[src/rtl/lcs_poller.sv]
// LCS link initiator: strobes req per word, samples dataRx into a frame
// buffer write port and republishes the temperature slot with a channel tag.
module lcs_poller #(
    parameter int WORDS      = 128,
    parameter int REQ_HIGH   = 8,
    parameter int SAMPLE_DLY = 6,
    parameter int GAP        = 8,
    parameter int TEMP_IDX   = 121
) (
    input  logic       clk,
    input  logic       rst,
    input  logic       start,
    input  logic [7:0] dataRx,
    output logic       req,
    output logic       busy,
    output logic       wr_en,
    output logic [6:0] wr_addr,
    output logic [7:0] wr_data,
    output logic       temp_valid,
    output logic [7:0] temp_data,
    output logic [4:0] temp_ch,
    output logic       frame_done
);

    typedef enum logic [1:0] {
        S_IDLE,
        S_REQ,
        S_GAP,
        S_DONE
    } state_e;

    localparam logic [7:0] T_SMP     = 8'(SAMPLE_DLY);
    localparam logic [7:0] T_REQ_END = 8'(REQ_HIGH - 1);
    localparam logic [7:0] T_GAP_END = 8'(GAP - 1);
    localparam logic [6:0] IDX_LAST  = 7'(WORDS - 1);
    localparam logic [6:0] IDX_TEMP  = 7'(TEMP_IDX);
    localparam bit         TEMP_ON   = (TEMP_IDX < WORDS);

    state_e     state_q, state_d;
    logic [7:0] t_q, t_d;
    logic [6:0] idx_q, idx_d;

    logic       req_q, req_d;
    logic       busy_q, busy_d;
    logic       wr_en_q, wr_en_d;
    logic [6:0] wr_addr_q, wr_addr_d;
    logic [7:0] wr_data_q, wr_data_d;
    logic       temp_valid_q, temp_valid_d;
    logic [7:0] temp_data_q, temp_data_d;
    logic [4:0] temp_ch_q, temp_ch_d;
    logic       frame_done_q, frame_done_d;

    logic       sample;

    assign sample = (state_q == S_REQ) && (t_q == T_SMP);

    always_ff @(posedge clk or negedge rst) begin
        if (!rst) begin
            state_q      <= S_IDLE;
            t_q          <= '0;
            idx_q        <= '0;
            req_q        <= 1'b0;
            busy_q       <= 1'b0;
            wr_en_q      <= 1'b0;
            wr_addr_q    <= '0;
            wr_data_q    <= '0;
            temp_valid_q <= 1'b0;
            temp_data_q  <= '0;
            temp_ch_q    <= '0;
            frame_done_q <= 1'b0;
        end else begin
            state_q      <= state_d;
            t_q          <= t_d;
            idx_q        <= idx_d;
            req_q        <= req_d;
            busy_q       <= busy_d;
            wr_en_q      <= wr_en_d;
            wr_addr_q    <= wr_addr_d;
            wr_data_q    <= wr_data_d;
            temp_valid_q <= temp_valid_d;
            temp_data_q  <= temp_data_d;
            temp_ch_q    <= temp_ch_d;
            frame_done_q <= frame_done_d;
        end
    end

    always_comb begin
        state_d = state_q;
        t_d     = t_q + 8'd1;
        idx_d   = idx_q;
        unique case (state_q)
            S_IDLE: begin
                t_d = '0;
                if (start) begin
                    state_d = S_REQ;
                    idx_d   = '0;
                end
            end
            S_REQ: begin
                if (t_q == T_REQ_END) begin
                    state_d = S_GAP;
                    t_d     = '0;
                end
            end
            S_GAP: begin
                if (t_q == T_GAP_END) begin
                    t_d = '0;
                    if (idx_q == IDX_LAST) begin
                        state_d = S_DONE;
                    end else begin
                        state_d = S_REQ;
                        idx_d   = idx_q + 7'd1;
                    end
                end
            end
            S_DONE: begin
                state_d = S_IDLE;
                t_d     = '0;
            end
            default: begin
                state_d = S_IDLE;
                t_d     = '0;
            end
        endcase
    end

    // Strobes are registered copies of the next state, so they line up
    // with the state register rather than trailing it by a cycle.
    always_comb begin
        req_d        = (state_d == S_REQ);
        busy_d       = (state_d != S_IDLE);
        frame_done_d = (state_d == S_DONE);
        wr_en_d      = sample;
        wr_addr_d    = sample ? idx_q : wr_addr_q;
        wr_data_d    = sample ? dataRx : wr_data_q;
        temp_valid_d = sample && TEMP_ON && (idx_q == IDX_TEMP);
        temp_data_d  = temp_valid_d ? dataRx : temp_data_q;
        temp_ch_d    = (state_q == S_DONE) ? temp_ch_q + 5'd1 : temp_ch_q;
    end

    assign req        = req_q;
    assign busy       = busy_q;
    assign wr_en      = wr_en_q;
    assign wr_addr    = wr_addr_q;
    assign wr_data    = wr_data_q;
    assign temp_valid = temp_valid_q;
    assign temp_data  = temp_data_q;
    assign temp_ch    = temp_ch_q;
    assign frame_done = frame_done_q;

endmodule

[config.mk]
export PLATFORM = sky130hd
export DESIGN_NAME = lcs_poller
export DESIGN_NICKNAME = d
export VERILOG_FILES = /design/src/rtl/lcs_poller.sv
export SDC_FILE = /design/constraint.sdc
export NUM_CORES = 1
export LEC_CHECK = 0
export ABC_AREA = 0
export CORE_UTILIZATION = 55
export CTS_BUF_LIST = sky130_fd_sc_hd__clkbuf_16
export CTS_CLUSTER_DIAMETER = 50
export DETAILED_ROUTE_END_ITERATION = 6
export PLACE_DENSITY = 0.84
export SYNTH_ARGS = -nofsm -noshare
export SYNTH_HDL_FRONTEND = slang
export SYNTH_SLANG_ARGS = --single-unit
export TNS_END_PERCENT = 10
[constraint.sdc]
create_clock -name clk -period 3.36 [get_ports clk]
set_input_delay 0.672 -clock clk [delete_from_list [all_inputs] [get_ports clk]]
set_output_delay 0.672 -clock clk [all_outputs]
set_load 0.01 [all_outputs]
==> flow_summary.yaml <==
yosys:
  ys.flop_type: "dfrtp_1"
  async_flop_share: 1.000
  syn_nets: 196
  seq_area_frac_synth: 0.5552
  yosys-top-cells-area: "dfrtp_1 56%, mux2_2 8.5%, ha_1 5.6%"
  synth-seq-cells: 50
  yosys.area.top_type: "dfrtp_1"
  yosysMostFrequentCell: "dfrtp_1"
  synth.top_cells.by_count: "50 x dfrtp_1, 17 x mux2_2, 16 x nor2_1, 10 x ha_1, 8 x xnor2_1"
  yosysTopAreaCellShare: 0.5552
  yosys_warnings: 0
  syn-instance-count: 175
  synth_area_per_cell_um2: 12.88
  synth_edf_count: 0
  syn_area_um2: 2253
  synth.distinct_cells: 39
placement:
  portBuffers: 43
  hpwlAfterDp_mm: 3.035
  gp_congestion: 0.8498
  dp_cells: 263
cells_and_area:
  post-route-util: 0.7596
  fill_cells: 241
  ff_latch_area_um2: 1251
  drive_gt1_frac: 0.1614
  multiInputGateArea_um2: 948.4
  syn2layout_area_growth_pct: 28.04
  fin_nets: 243
  diodes: 0
  stdcell_count: 271
sta:
  hold_viol_final: 0
  rsz0062_at_grt: "no"
  period_minus_slack_ns: 2.255
  tightest_slew_ns: 1.061
  fin_crit_sh: 0.6711
  tns_ns: 0
  setup_viol: 0
  maxSlewViolCount: 0
  slew-limit-headroom: 0.2929
  fmax_ghz: 0.4435
  fin_skew_ns: 0.003145
setup_path:
  critPathArrivalTime_ns: 2.42
  worstPathRequired_ns: 3.52
  setup.worst_path.end_class: "register"
  start_kind: "register"
  path_max_fanout: 9
  critPathKind: "register to register"
global_route:
  grt_pass1_wl_mm: 7.072
  grt_use_met3: 0.05517
  grt_pass1_vias: 1539
  antenna_found_initial: 0
  globalRouteMet2Util: 0.3699
  track_usage: 0.2209
  grt_overflow_total: 0
  grt_max_degree: 51
  grt_most_used_layer: "met2"
  grt_use_met1: 0.2673
detailed_routing:
  viasPerCell: 5.631
  drt-initial-drc-count: 50
  vias: 1526
  firstDrtPassIters: 4
  wl_per_cell_um: 15.41
  wl_mm: 4.175
  route.detailed.drc: 0
  ant_nets: 0
clock_tree:
  clock_sinks: 50
  post_cts_resized: 0
  cts_tree: "done"
  htreeDepth: 2
  holdBufCountCts: 0
  cts.clk_slew.worst_paths_ns: 0.06
  cts_buffers: 5
  root_buffer: "clkbuf_16"
  cts_setup_buffers: 0
  clk_latency_ns: 0.28
  cts_buffer_depth: 2
die:
  die_h_um: 66.01
  die_w_um: 66.01
  start_util: 0.5932
  core_um2: 3799
  die_area_um2: 4357
  rows: 22
  ios: 44
min_path:
  min_path_type: "register to register"
status:
  outcome: "finished, final reports clean"
power:
  power.leakage_nw: 1.358
  ir_drop_uv: 341.5
  p_total_mw: 1.211
  p_per_area_nw_per_um2: 419.8
flow_run:
  maxCapViolations: 0
==> cell families after synthesis <==
family,Yosys count,share of synthesized area
and+or+nand+nor,50,0.1305
buffers and inverters,12,0.02387
DFF,50,0.5552
xor gates and xnor gates,13,0.05053
muxes,25,0.1244
AOI/OAI and AO/OA,15,0.05997
adders and majority gates,10,0.05552
==> registers in the layout, summed over array words and instances, names as in the netlist, 2 cells and up <==
signal / flops
idx_q: 7
state_q: 2
t_q: 8
temp_ch: 5
temp_data: 8
wr_addr: 7
wr_data: 8
==> final timing paths <==
check | slack [ns] | from | end | cells after the start
setup / recovery | 1.11 | t_q[3]$_DFF_PN0_ | temp_data[4]$_DFFE_PN0P_ | 4
hold / removal | 0.48 | temp_ch[4]$_DFFE_PN0N_ | temp_ch[4]$_DFFE_PN0N_ | 1
setup reg to reg | 1.11 | t_q[3]$_DFF_PN0_ | temp_data[4]$_DFFE_PN0P_ | 4
hold reg to reg | 0.48 | temp_ch[4]$_DFFE_PN0N_ | temp_ch[4]$_DFFE_PN0N_ | 1
max in group asynchronous | 2.12 | rst | t_q[6]$_DFF_PN0_ | 1
min in group asynchronous | 0.58 | rst | temp_ch[2]$_DFFE_PN0N_ | 1
==> power by group <==
group	internal [mW]	total, mW	switching [mW]
clock network	0.345	0.537	0.192
registers	0.612	0.617	0.00522
logic	0.0320	0.0571	0.0252
==> layout by cell type, fill, tap and decap left out, types with 2 or more instances in the layout <==
master	n
a21oi_1	2
inv_1	8
clkdlybuf4s50_1	42
nand2_1	7
xnor2_1	8
mux2_1	7
and3_1	3
a22o_1	2
and2_1	2
o21ai_1	2
clkbuf_16	5
nand3_1	7
o21ai_2	2
mux2_2	17
nor3_1	2
ha_1	10
dfrtp_1	50
inv_2	2
xor2_1	5
nand4_1	3
a41o_1	2
nor2_1	16
==> critical path: stages (launching register included) <==
cell	delay, ns
dfrtp_1	0.43
or3_4	0.43
nor4_4	0.61
nand4b_4	0.28
mux2_1	0.38
==> metal layers <==
| metal | part of all wire | routed length, um | vias to the layer above |
|---|---|---|---|
| li1 | - | - | 712 |
| met1 | 0.44 | 1844 | 763 |
| met2 | 0.50 | 2096 | 44 |
| met3 | 0.038 | 159 | 7 |
| met4 | 0.018 | 74 | 0 |
| met5 | 0 | 0 | - |
==> metrics by stage <==
stage	cell area, um^2	hold WS (ns)	worst slack [ns]
6_report	2885	0.4841	1.105
3_5_place_dp	2723	0.4690	0.9583
4_1_cts	2885	0.4813	1.065
2_1_floorplan	2253	0.3764	1.336
5_1_grt	2885	0.5081	0.9298
3_3_place_gp	2723	0.4622	1.030
==> layout make-up <==
type / count / share of cell area
Multi-Input combinational cell: 113 / 0.3287
Clock inverter: 3 / 0.01301
Inverter: 8 / 0.01041
Clock buffer: 5 / 0.04337
Tap cell: 48 / 0.02082
Sequential cell: 50 / 0.4337
Timing Repair Buffer: 44 / 0.1500
(Power assumes the default switching activity.)
